<file path="config.mk">
export PLATFORM = sky130hd
export DESIGN_NAME = mac_pattern_detect_pipe
export DESIGN_NICKNAME = d
export VERILOG_FILES = /design/src/rtl/mac_pattern_detect_pipe.sv
export SDC_FILE = /design/constraint.sdc
export NUM_CORES = 1
export LEC_CHECK = 0
export ABC_CLOCK_PERIOD_IN_PS = 7450
export CAP_MARGIN = 20
export CORE_MARGIN = 2
export CORE_UTILIZATION = 60
export CTS_BUF_LIST = sky130_fd_sc_hd__clkbuf_8
export DETAILED_ROUTE_END_ITERATION = 6
export DONT_BUFFER_PORTS = 1
export HOLD_SLACK_MARGIN = 0.15
export MAX_ROUTING_LAYER = met4
export PLACE_DENSITY_LB_ADDON = 0.3
export SLEW_MARGIN = 40
export SYNTH_ARGS = -nofsm -noshare
export SYNTH_HDL_FRONTEND = slang
export SYNTH_SLANG_ARGS = --single-unit
</file>
<file path="constraint.sdc">
create_clock -name clk -period 7.45 [get_ports clk]
set_input_delay 0.745 -clock clk [delete_from_list [all_inputs] [get_ports clk]]
set_output_delay 0.745 -clock clk [all_outputs]
set_load 0.01 [all_outputs]
</file>
<file path="src/rtl/mac_pattern_detect_pipe.sv">
// -----------------------------------------------------------------------------
// mac_pattern_detect_pipe
//
// Three-stage pipelined multiply / multiply-accumulate with masked pattern
// detection on the value written into the result register.
//
//   S1: register a, b, acc_en, in_valid
//   S2: register the full product, extended to ACC_W (sign-extended if SIGNED)
//   S3: update result, pattern_detect, pattern_sticky, match_count
//
// Ports:
//   clk            clock, all state on rising edge
//   rst            asynchronous active-low reset
//   in_valid       qualifies a, b, acc_en this cycle
//   a, b           operands (IN_W bits)
//   acc_en         1 = accumulate product, 0 = load product
//   clr            synchronous clear of result/sticky/counter, applied at S3
//   pattern        compare value (sampled at S3, not pipelined)
//   mask           1 bits are don't-care in the compare (sampled at S3)
//   out_valid      result valid (in_valid delayed 3 cycles)
//   result         product or accumulated sum, modulo 2^ACC_W
//   pattern_detect masked match of the newly written result, qualified
//   pattern_sticky set on any detect since last clr/reset
//   match_count    saturating count of detects
//
// Optional feature (macro MAC_PATDET_PATTERN_B_EN):
//   pattern_b_detect  masked result equals masked ~pattern; same timing and
//                     clear rules as pattern_detect; also feeds sticky/count.
// -----------------------------------------------------------------------------
module mac_pattern_detect_pipe #(
    parameter int IN_W   = 16,
    parameter int ACC_W  = 40,
    parameter int SIGNED = 0,
    parameter int CNT_W  = 8
) (
    input  logic             clk,
    input  logic             rst,
    input  logic             in_valid,
    input  logic [IN_W-1:0]  a,
    input  logic [IN_W-1:0]  b,
    input  logic             acc_en,
    input  logic             clr,
    input  logic [ACC_W-1:0] pattern,
    input  logic [ACC_W-1:0] mask,
    output logic             out_valid,
    output logic [ACC_W-1:0] result,
    output logic             pattern_detect,
    output logic             pattern_sticky,
`ifdef MAC_PATDET_PATTERN_B_EN
    output logic             pattern_b_detect,
`endif
    output logic [CNT_W-1:0] match_count
);

    // The accumulator must hold the full product.
    generate
        if (ACC_W < 2 * IN_W) begin : g_width_check
            $error("mac_pattern_detect_pipe: ACC_W must be >= 2*IN_W");
        end
    endgenerate

    // ------------------------------------------------------------------ S1
    logic [IN_W-1:0] a_s1_reg;
    logic [IN_W-1:0] b_s1_reg;
    logic            acc_s1_reg;
    logic            v_s1_reg;

    always_ff @(posedge clk or negedge rst) begin
        if (!rst) begin
            a_s1_reg   <= '0;
            b_s1_reg   <= '0;
            acc_s1_reg <= 1'b0;
            v_s1_reg   <= 1'b0;
        end else begin
            a_s1_reg   <= a;
            b_s1_reg   <= b;
            acc_s1_reg <= acc_en;
            v_s1_reg   <= in_valid;
        end
    end

    // ------------------------------------------------------------------ S2
    // Operands are extended to ACC_W before multiplying; since the exact
    // product fits in 2*IN_W <= ACC_W bits, the truncated ACC_W product is
    // exactly the (sign- or zero-) extended full product.
    logic [ACC_W-1:0] prod_ext;

    generate
        if (SIGNED != 0) begin : g_signed
            logic signed [ACC_W-1:0] a_ext;
            logic signed [ACC_W-1:0] b_ext;
            assign a_ext    = ACC_W'($signed(a_s1_reg));
            assign b_ext    = ACC_W'($signed(b_s1_reg));
            assign prod_ext = a_ext * b_ext;
        end else begin : g_unsigned
            assign prod_ext = ACC_W'(a_s1_reg) * ACC_W'(b_s1_reg);
        end
    endgenerate

    logic [ACC_W-1:0] prod_s2_reg;
    logic             acc_s2_reg;
    logic             v_s2_reg;

    always_ff @(posedge clk or negedge rst) begin
        if (!rst) begin
            prod_s2_reg <= '0;
            acc_s2_reg  <= 1'b0;
            v_s2_reg    <= 1'b0;
        end else begin
            prod_s2_reg <= prod_ext;
            acc_s2_reg  <= acc_s1_reg;
            v_s2_reg    <= v_s1_reg;
        end
    end

    // ------------------------------------------------------------------ S3
    // Compare is done on the value about to be written, so the detect flag
    // lines up with the result it describes.
    logic [ACC_W-1:0] result_next;
    logic             hit_a;
    logic             hit_b;
    logic             hit_any;

    always_comb begin
        result_next = acc_s2_reg ? (result + prod_s2_reg) : prod_s2_reg;
        hit_a       = ((result_next ^ pattern) & ~mask) == '0;
`ifdef MAC_PATDET_PATTERN_B_EN
        hit_b       = ((result_next ^ ~pattern) & ~mask) == '0;
`else
        hit_b       = 1'b0;
`endif
        hit_any     = hit_a | hit_b;
    end

    always_ff @(posedge clk or negedge rst) begin
        if (!rst) begin
            out_valid      <= 1'b0;
            result         <= '0;
            pattern_detect <= 1'b0;
            pattern_sticky <= 1'b0;
            match_count    <= '0;
        end else begin
            // out_valid still follows a valid op that clr drops.
            out_valid <= v_s2_reg;
            if (clr) begin
                result         <= '0;
                pattern_detect <= 1'b0;
                pattern_sticky <= 1'b0;
                match_count    <= '0;
            end else if (v_s2_reg) begin
                result         <= result_next;
                pattern_detect <= hit_a;
                if (hit_any) begin
                    pattern_sticky <= 1'b1;
                    if (match_count != {CNT_W{1'b1}}) begin
                        match_count <= match_count + CNT_W'(1);
                    end
                end
            end else begin
                // Invalid slot: result/sticky/count hold, detect is qualified.
                pattern_detect <= 1'b0;
            end
        end
    end

`ifdef MAC_PATDET_PATTERN_B_EN
    always_ff @(posedge clk or negedge rst) begin
        if (!rst) begin
            pattern_b_detect <= 1'b0;
        end else if (clr || !v_s2_reg) begin
            pattern_b_detect <= 1'b0;
        end else begin
            pattern_b_detect <= hit_b;
        end
    end
`endif

endmodule

</file>
==> results.md <==
- The mapped netlist covers 16,900 µm².
- The clock network latency to the later pin of the worst-skew pair is 480 ps.
- The clock transition at the register clock pins on the worst setup and hold paths after CTS is 80 ps.
- The total wire length is 48.3 mm.
- In this run the worst hold path is classified as in -> async.
- Dividing the detail-routed via count by the number of cells gives 6.14.
- The remaining number of nets flagged by the antenna check after routing is 0.
- After detailed routing, the number of remaining DRC violations is 0.
- The number of detailed-routing iterations run before antenna repair is 5.
- The worst setup path is captured at a flop.
- The length in cells of the worst reg-to-reg path is 22.
- The most critical setup path has its endpoint at prod_s2_reg[31]$_DFF_PN0_.
- Global routing used 34.2% of the available tracks.
- For the finished layout, the period the worst path requires is 6850 ps.
- The routability-driven placement congestion ratio is 0.929.
- Across all register-to-register paths, the minimum setup slack is 600 ps.
- Measured on the finished design, the core utilization comes to 63.3%.
- The placed instance area is 17,000 µm².
- The setup-violating endpoint count in the final report is 0.
- For this block, the via count after detailed routing is 13,900.
- The clock tree synthesis step divided the H-tree into 4 levels.
- The half-perimeter wire length after detailed placement is 38.4 mm.
- The power density over the cells is 451 nW/µm².
- The startpoint kind of the worst setup timing path is a flop.
- The number of core rows is 61.
- The die is 172 µm wide.
- The number of enable flip-flop cells after synthesis is 0.
- At the worst endpoint, the required time is 7790 ps.
- The via count of the first global-routing pass is 13,700.
- The average wire length per cell after detail routing is 21.4 µm.
- The register with the most flip-flops in the layout has 40 of them.
- The final clock period utilization by the worst path is 91.9%.
- The netlist uses 89 different library cells.
- The number of hold violations in the final report was 0.
- The I/O pin count is 168.
- The critical register-to-register path startpoint is a_s1_reg[7]$_DFF_PN0_.
- The number of max-cap violations is 0.
- Setup repair after global routing left no endpoint under its margin.
- The per-instance average area after synthesis is 8.77 µm².
- The worst hold slack is 211 ps.
- The main flop type after synthesis is dfrtp_1.
- The residual overflow from global routing is 0.
- The detailed router finished its first iteration with 1,104 violations.
- The net count of the finished layout is 2,314.
- Summing all non-filler instances in the final layout gives an area of 17,500 µm².
- The total nets after synthesis is 2,372.
- In this run the biggest area consumer among cell types represents 23.1% of the synthesized area.
- The post-route clock skew is 18.5 ps.
- The clock net in this run drives a total of 119 sinks.
- Counting flops and latches in the post-synthesis netlist gives 119.
- The number of antenna violations at the first check in global routing was 2.
- Overall power consumption after layout is estimated at 7910 µW.
- The floorplan die height is 172 µm.
- The first global-routing pass estimated 74.3 mm of wire.
- The initial utilization of the core area, before any placement, comes to 60.9%.
- TritonCTS built the clock tree.
- The transition time of the tightest slew-check pin is 787 ps.
- For this run, asynchronously set or reset flops after synthesis account for 100%.
- The analysis attributes to cell leakage a power of 0.00820 µW.
- After synthesis, the cell types taking the most area are fa_1 (23%), dfrtp_1 (18%), ha_1 (10%).
- The core outline area is 27,700 µm².
- The cell count after synthesis came out at 1,923.
- The number of warnings printed during yosys synthesis is 0.
- Entering global routing, the biggest net connects 120 pins.
- The floorplan step defined a die boundary enclosing 29,500 µm².
- The timing startpoint of the critical path is a_s1_reg[7]$_DFF_PN0_.
- The count of final max-slew check failures is 0.
- Buffers placed on the I/O ports in this run total 0.
- The largest driver fanout on the critical path is 16.
- Summed over all instances, the cell type with the most area after synthesis is fa_1.
- The count of cells resized by post-cts repair is 0.
- Counting along the longest clock path gives a buffer depth of 2.
- The part of the Yosys area used for sequential elements is 17.6%.
- The peak ir drop on the vdd network is 335 µV.
- Derived from the worst setup path, the maximum achievable clock frequency is 0.146 GHz.
- The setup TNS is 0 ps.
- The worst-case headroom to the max-slew limit is 47.5%.
- The arrival time of the worst setup path is 7190 ps.
- The area growth from synthesis to layout is 3.97%.
- TritonCTS created 17 clock buffers.
- The run finished with clean final reports.
- The endpoint of the worst-slack reg-to-reg timing path is prod_s2_reg[31]$_DFF_PN0_.
- Of the cells placed in the final design, the portion with a size suffix greater than 1 is 4.26%.
- The clock tree root buffer cell is clkbuf_8.
- The critical path is of the reg -> reg type.
[report_power, final]
group	internal [µW]	switching (µW)	leakage, µW
registers	850	199	0.00148
clock network	411	322	0.000232
logic	2600	3530	0.00649
total	3860	4050	0.00820
[cells in the mapped netlist, types with 26 or more instances]
library cell  count
dfrtp_1         119
a21oi_1          77
nor3_1           33
inv_1           232
xnor2_1          55
o21ai_0          46
nand2b_1         26
clkbuf_1         61
a211oi_1         34
nor2_1          127
nand4_1          34
a21o_1           26
fa_1            195
and2_1          112
ha_1            137
nand2_1         227
nand3_1          26
[layer usage]
layer | global-route usage (%) | part of all wire (%) | up-vias
met3 | 7.55 | 8.6 | 111
met2 | 55.2 | 47 | 608
li1 | - | - | 6359
met5 | - | 0 | -
met4 | 14.6 | 4.3 | 0
met1 | 41.6 | 40 | 6787
[worst max-delay path, cell delays in order, from the launching register on]
cell and delay [ps]:
dfrtp_1 610, and2_1 300, fa_1 530, inv_1 50, fa_1 480, inv_1 50, fa_1 500, inv_1 60
fa_1 550, inv_1 60, fa_1 490, fa_1 410, ha_1 360, a21o_1 180, a21o_1 220, a22o_1 200
a31oi_1 370, a21boi_0 190, o21a_1 240, o2111ai_1 180, nand3_1 140, o41ai_1 410, xnor2_1 140
[cell type report]
type	count	area, µm²
multi-input cells	1483	12600
inverters	232	871
clock buffers	18	248
well taps	378	473
diodes	2	5.00
flip-flops and latches	119	2980
fillers	2363	10200
clock inverters	14	221
repair buffers	12	110
[through the flow]
stage | setup slack, ps | std cells
final | 600 | 2258
after global placement | 882 | 2223
after detailed placement | 631 | 2223
after CTS | 648 | 2256
after floorplan | 1350 | 1923
after global routing | 308 | 2258
[worst min path at each step]
stage | start | end | depth (start not counted)
after floorplan | acc_s1_reg$_DFF_PN0_ | acc_s2_reg$_DFF_PN0_ | 0
after global placement | v_s1_reg$_DFF_PN0_ | v_s2_reg$_DFF_PN0_ | 0
after detailed placement | v_s1_reg$_DFF_PN0_ | v_s2_reg$_DFF_PN0_ | 0
after CTS | rst | match_count[6]$_DFFE_PN0P_ | 1
after global routing | rst | result[38]$_DFFE_PN0P_ | 1
final | rst | result[38]$_DFFE_PN0P_ | 1
[cell usage in the layout (no fill, tap or decap), types with 33 or more instances in the layout]
cell type  synthesis  layout
o21ai_0           46      46
inv_1            232     233
nand2_1          227     227
nor3_1            33      33
and2_1           112     112
ha_1             137     137
xnor2_1           55      55
a21oi_1           77      76
nand4_1           34      34
dfrtp_1          119     117
fa_1             195     195
nor2_1           127     127
a211oi_1          34      34
[timing repair]
action,CTS,global route
setup buffers,0,0
hold buffers,1,0
endpoints found under the hold margin,119,0
[cells by family (layout without fill, tap and decap cells)]
family / Yosys count / after routing / share of synthesized area, %
AO/OA/AOI/OAI: 316 / 316 / 13.0
XOR/XNOR: 73 / 73 / 3.95
adder cells (fa/ha/maj): 332 / 332 / 33.3
buffers and inverters: 321 / 276 / 7.54
flip-flops: 119 / 119 / 17.6
multiplexers: 39 / 39 / 2.45
other: 0 / 2 / 0
AND/OR/NAND/NOR: 723 / 723 / 22.1
(Power assumes the default switching activity.)
